## config.mk

```make
export PLATFORM = sky130hd
export DESIGN_NAME = vxe_cu_cmd_dispatch
export DESIGN_NICKNAME = d
export VERILOG_FILES = /design/src/rtl/vxe_cu_cmd_dispatch.sv
export SDC_FILE = /design/constraint.sdc
export NUM_CORES = 1
export LEC_CHECK = 0
export ABC_AREA = 1
export CELL_PAD_IN_SITES_DETAIL_PLACEMENT = 0
export CELL_PAD_IN_SITES_GLOBAL_PLACEMENT = 1
export CORE_MARGIN = 2
export CORE_UTILIZATION = 29
export CTS_CLUSTER_DIAMETER = 150
export DETAILED_ROUTE_END_ITERATION = 16
export GPL_TIMING_DRIVEN = 0
export PLACE_DENSITY_LB_ADDON = 0.3
export SETUP_SLACK_MARGIN = 0.05
export SYNTH_ARGS = -nofsm -noshare
export SYNTH_HDL_FRONTEND = slang
export SYNTH_SLANG_ARGS = --single-unit
export TNS_END_PERCENT = 1
```

## constraint.sdc

```tcl
create_clock -name clk -period 1.96 [get_ports clk]
set_input_delay 0.294 -clock clk [delete_from_list [all_inputs] [get_ports clk]]
set_output_delay 0.294 -clock clk [all_outputs]
set_load 0.02 [all_outputs]
```

## src/rtl/vxe_cu_cmd_dispatch.sv

```systemverilog
// vxe_cu_cmd_dispatch: CU command sequencer between the command decoder and
// the VPU array. It dispatches VPU commands as a unicast or a broadcast,
// executes SYNC barriers and parks the CU in ERR when a decode error is seen.
// Optional macro VXE_CU_DISP_PERF_EN enables the dispatch and stall counters.
// When the macro is undefined, both counter outputs are tied to zero.
module vxe_cu_cmd_dispatch #(
  parameter int VPUS_NR = 2
) (
  input  logic               clk,
  input  logic               nrst,
  input  logic               i_start,
  input  logic               i_vld,
  output logic               o_rdy,
  input  logic               i_dec_err,
  input  logic               i_cu_cmd,
  input  logic               i_cu_sync,
  input  logic               i_cu_sync_stop,
  input  logic               i_cu_sync_intr,
  input  logic               i_vpu_cmd,
  input  logic [VPUS_NR-1:0] i_vpu_mask,
  input  logic [4:0]         i_vpu_op,
  input  logic [2:0]         i_vpu_th,
  input  logic [47:0]        i_vpu_pl,
  output logic [VPUS_NR-1:0] o_vpu_vld,
  input  logic [VPUS_NR-1:0] i_vpu_rdy,
  output logic [4:0]         o_vpu_op,
  output logic [2:0]         o_vpu_th,
  output logic [47:0]        o_vpu_pl,
  input  logic [VPUS_NR-1:0] i_vpu_busy,
  output logic               o_stopped,
  output logic               o_err,
  output logic               o_intr,
  output logic [31:0]        o_perf_cmds,
  output logic [31:0]        o_perf_stall
);

  typedef enum logic [2:0] {
    S_RUN  = 3'd0,
    S_DISP = 3'd1,
    S_SYNC = 3'd2,
    S_STOP = 3'd3,
    S_ERR  = 3'd4
  } state_t;

  state_t             r_state;
  logic [VPUS_NR-1:0] r_pend;
  logic [4:0]         r_op;
  logic [2:0]         r_th;
  logic [47:0]        r_pl;
  logic               r_sync_stop;
  logic               r_sync_intr;
  logic               r_intr;

  // pending VPUs that are still missing their ready after this cycle
  logic [VPUS_NR-1:0] w_pend_nxt;
  logic               w_all_idle;

  assign w_pend_nxt = r_pend & ~i_vpu_rdy;
  assign w_all_idle = ~|i_vpu_busy;

  // all status outputs are decoded from the state register; o_rdy must not see i_vld
  assign o_rdy     = (r_state == S_RUN);
  assign o_stopped = (r_state == S_STOP);
  assign o_err     = (r_state == S_ERR);
  assign o_intr    = r_intr;
  assign o_vpu_vld = r_pend;
  assign o_vpu_op  = r_op;
  assign o_vpu_th  = r_th;
  assign o_vpu_pl  = r_pl;

  // sequencer FSM; r_pend is non-zero only while in DISP
  always_ff @(posedge clk or negedge nrst) begin
    if (!nrst) begin
      r_state     <= S_STOP;
      r_pend      <= '0;
      r_op        <= '0;
      r_th        <= '0;
      r_pl        <= '0;
      r_sync_stop <= 1'b0;
      r_sync_intr <= 1'b0;
      r_intr      <= 1'b0;
    end else begin
      r_intr <= 1'b0;
      case (r_state)
        S_RUN: begin
          if (i_vld) begin
            // decode error wins over every other field; CU class wins over VPU class
            if (i_dec_err) begin
              r_state <= S_ERR;
            end else if (i_cu_cmd) begin
              if (i_cu_sync) begin
                r_sync_stop <= i_cu_sync_stop;
                r_sync_intr <= i_cu_sync_intr;
                r_state     <= S_SYNC;
              end
            end else if (i_vpu_cmd) begin
              if (i_vpu_mask == '0) begin
                r_state <= S_ERR;
              end else begin
                r_op    <= i_vpu_op;
                r_th    <= i_vpu_th;
                r_pl    <= i_vpu_pl;
                r_pend  <= i_vpu_mask;
                r_state <= S_DISP;
              end
            end
          end
        end
        S_DISP: begin
          r_pend <= w_pend_nxt;
          if (w_pend_nxt == '0) r_state <= S_RUN;
        end
        S_SYNC: begin
          if (w_all_idle) begin
            r_intr  <= r_sync_intr;
            r_state <= r_sync_stop ? S_STOP : S_RUN;
          end
        end
        S_STOP, S_ERR: begin
          if (i_start) r_state <= S_RUN;
        end
        default: r_state <= S_STOP;
      endcase
    end
  end

`ifdef VXE_CU_DISP_PERF_EN
  logic [31:0] r_perf_cmds;
  logic [31:0] r_perf_stall;
  logic        w_disp_done;
  logic        w_stall;

  assign w_disp_done = (r_state == S_DISP) && (w_pend_nxt == '0);
  assign w_stall     = ((r_state == S_DISP) && (w_pend_nxt != '0)) ||
                       ((r_state == S_SYNC) && !w_all_idle);

  // free-running wrap-around counters, cleared by any start pulse
  always_ff @(posedge clk or negedge nrst) begin
    if (!nrst) begin
      r_perf_cmds  <= '0;
      r_perf_stall <= '0;
    end else if (i_start) begin
      r_perf_cmds  <= '0;
      r_perf_stall <= '0;
    end else begin
      if (w_disp_done) r_perf_cmds  <= r_perf_cmds + 32'd1;
      if (w_stall)     r_perf_stall <= r_perf_stall + 32'd1;
    end
  end

  assign o_perf_cmds  = r_perf_cmds;
  assign o_perf_stall = r_perf_stall;
`else
  assign o_perf_cmds  = '0;
  assign o_perf_stall = '0;
`endif

endmodule

```

==> flow_summary.yaml <==
run_status:
  status: "finished, final reports clean"
die:
  io_pins: 198
  initial_utilization_pct: 29.8
  die_y_um: 112
  die_area_um2: 12600
  rows: 39
  die_w_um: 112
  core_area_um2: 11400
clock_network:
  clock_tree.buffer_depth: 2
  holdBufCountCts: 0
  clock_latency_ps: 320
  cts.clk_slew.worst_paths_ps: 50
  cts-resized-gates: 3
  cts_tree: "done"
  cts_made_buffers: 9
  cts_sinks: 64
  postCtsSetupBuffers: 0
  cts_root_buffer: "clkbuf_16"
  htree_levels: 3
critical_path:
  cp_data_arrival_time_ps: 1460
  cp_num_buf_inv: 2
  slowest_delay_ps: 610
  path_delay_family: "flip-flops"
  cp_cell_sequence: "nor2_4, nand2_4, inv_4, dlygate4sd2_1"
  critPathSlowestCell: "dfstp_2"
  start_kind: "flip-flop"
  critPathKind: "flip-flop to primary output"
  cp.required_ps: 1670
  cp-end-kind: "primary output"
  crit_fanout: 7
sta:
  final.setup.worst_slack_ps: 202
  hold_viol_final: 0
  clock-skew-final_ps: 7.65
  fin_crit_ps: 1760
  rsz0062_at_grt: "no"
  final_max_slew_viol_count: 0
  fmax_mhz: 569
  max_slew.worst_pin.slew_ps: 821
  final.period_utilization_pct: 89.7
  finalSetupViolCount: 0
  relSlewSlack_pct: 45.3
finish:
  multi_input_comb_area_um2: 1170
  fill_cells: 1141
  fin_nets: 673
  regArea_um2: 1600
  area_growth_pct: 60.6
  antennaDiodeCount: 0
  drive_above_1_share_pct: 20.8
  final_cells: 749
drt:
  wl_met2_um: 3740
  wl_met3_um: 819
  viasPerCell: 3.78
  first_iter_violations: 125
  route.detailed.wl_per_inst_um: 10.7
  ant_nets: 0
  vias: 2830
  drt-met1-wl_um: 3390
  drc: 0
  top_layer: "met4"
  routed_wl_um: 8040
  drt_pass1_iterations: 4
placement:
  globalplace.congestion: 0.833
  port_buffers: 133
  post-place-ws_ps: 65.0
  place_hpwl_um: 6130
  post-place-cells: 733
logic_synthesis:
  synth_seq_area_share_pct: 47.1
  yosys.area_share.simple_pct: 14.3
  async_flop_share_pct: 100
  synth_compound_area_share_pct: 12.9
  yosysTopAreaCell: "dfrtp_1"
  synth_top_family_by_area: "buffers and inverters"
  synth.avg_cell_area_um2: 8.64
  synth_top_flop_cell: "dfrtp_1"
  syn_inst: 394
  netlist_area_um2: 3410
  ys_top_cells_by_area: "dfrtp_1 46%, buf_4 14%, nand2_1 9.0%"
  synth.distinct_cells: 23
  synthTopCellsByCount: "82 x nand2_1, 72 x inv_1, 64 x buf_4"
  yosysMostFrequentCell: "nand2_1"
  ys_warn_count: 0
  synth_top_area_share_pct: 45.6
  ys_ff_latch: 64
  synth_edf_count: 0
  synthAdderAreaFrac_pct: 0
  synth_xor_area_share_pct: 0
  synthMuxAreaShare_pct: 0
global_routing:
  grt_pass1_vias: 2642
  antenna_found_initial: 0
  grt_max_degree: 65
  grt_overflow: 0
  grt_pass1_wl_um: 13100
  grt_use_total_pct: 12.8
job:
  maxCapViolations: 0
power_and_ir_drop:
  power.density_nw_per_um2: 1290
  max-vdd-ir-drop_v: 0.000725
  power.leakage_uw: 0.00289
  power_uw: 7040
min_path:
  hold_path.class: "input port to async pin"
## worst paths after layout
path | startpoint | endpoint | slack [ps] | cells past startpoint
worst max-delay path | r_state[1] | o_rdy | 200 | 4
worst min-delay path | nrst | o_vpu_vld[1] | 70 | 1
worst max register to register | r_state[1] | o_vpu_pl[33] | 330 | 6
worst min register to register | o_vpu_op[0] | o_vpu_op[0] | 480 | 2
max in group asynchronous | nrst | o_vpu_op[0] | 1350 | 1
min in group clk | o_vpu_op[0] | o_vpu_op[0] | 480 | 2
## layer usage
layer / vias up / global-route usage, %
met5: - / 0
met4: 0 / 3.66
met3: 8 / 5.62
met2: 107 / 20.1
met1: 1235 / 16.2
li1: 1480 / -
## registers in the layout (all words and copies together), names as in the netlist
register	cells
r_sync_intr	1
o_intr	1
o_vpu_vld	2
o_vpu_th	3
r_state	3
o_vpu_pl	48
r_sync_stop	1
o_vpu_op	5
## layout make-up
cell class              instances  share of cell area (%)
clock inverters                 5                    1.46
clock buffers                  11                    4.44
flip-flops and latches         64                    29.3
well taps                     143                    3.27
inverters                      73                    5.06
repair buffers                133                    24.2
plain buffers                  76                    10.8
multi-input cells             244                    21.4
## cell usage in the layout (no fill, tap or decap), types with 2 or more instances in the layout
cell type        instances
clkinvlp_4               2
nor2_1                  10
nand2_1                 82
clkbuf_16                9
inv_1                   72
a21oi_1                  6
bufinv_16                2
dfrtp_1                 62
o21ai_1                 30
o21ai_2                 26
nand3_1                 10
clkdlybuf4s50_1        129
dfstp_2                  2
nand2_2                  4
buf_4                   65
o21ai_0                  5
dlygate4sd2_1            3
clkbuf_1                 4
conb_1                  64
buf_6                    9
## worst register-to-register path, cell delays in order (launching register included)
cell and delay, ps:
dfstp_2 610, nor2_4 70, nand2_4 100, inv_4 60
nand4_4 120, clkbuf_1 440, o21ai_1 110
## cells by family (layout without fill, tap and decap cells)
group / Yosys count / in the layout
buffers and inverters: 149 / 298
other: 1 / 64
DFF: 64 / 64
AOI/OAI and AO/OA: 68 / 68
and+or+nand+nor: 112 / 112
## through the flow
step / hold WS, ps / setup TNS [ps] / cell area, µm² / util [%]
2_1_floorplan: -1.59 / 0 / 3640 / -
3_3_place_gp: 464 / -104240 / 5150 / 45.1
3_5_place_dp: 448 / 0 / 5150 / 45.1
4_1_cts: 102 / 0 / 5470 / 47.9
5_1_grt: 156 / 0 / 5470 / 47.9
6_report: 70.8 / 0 / 5470 / 47.9
## report_power, final
part	total, µW	switching, µW	internal (µW)
clock	1710	567	1150
combinational	3110	1630	1490
sequential	2220	342	1880
Note: power is estimated with default switching activity, not from simulation.
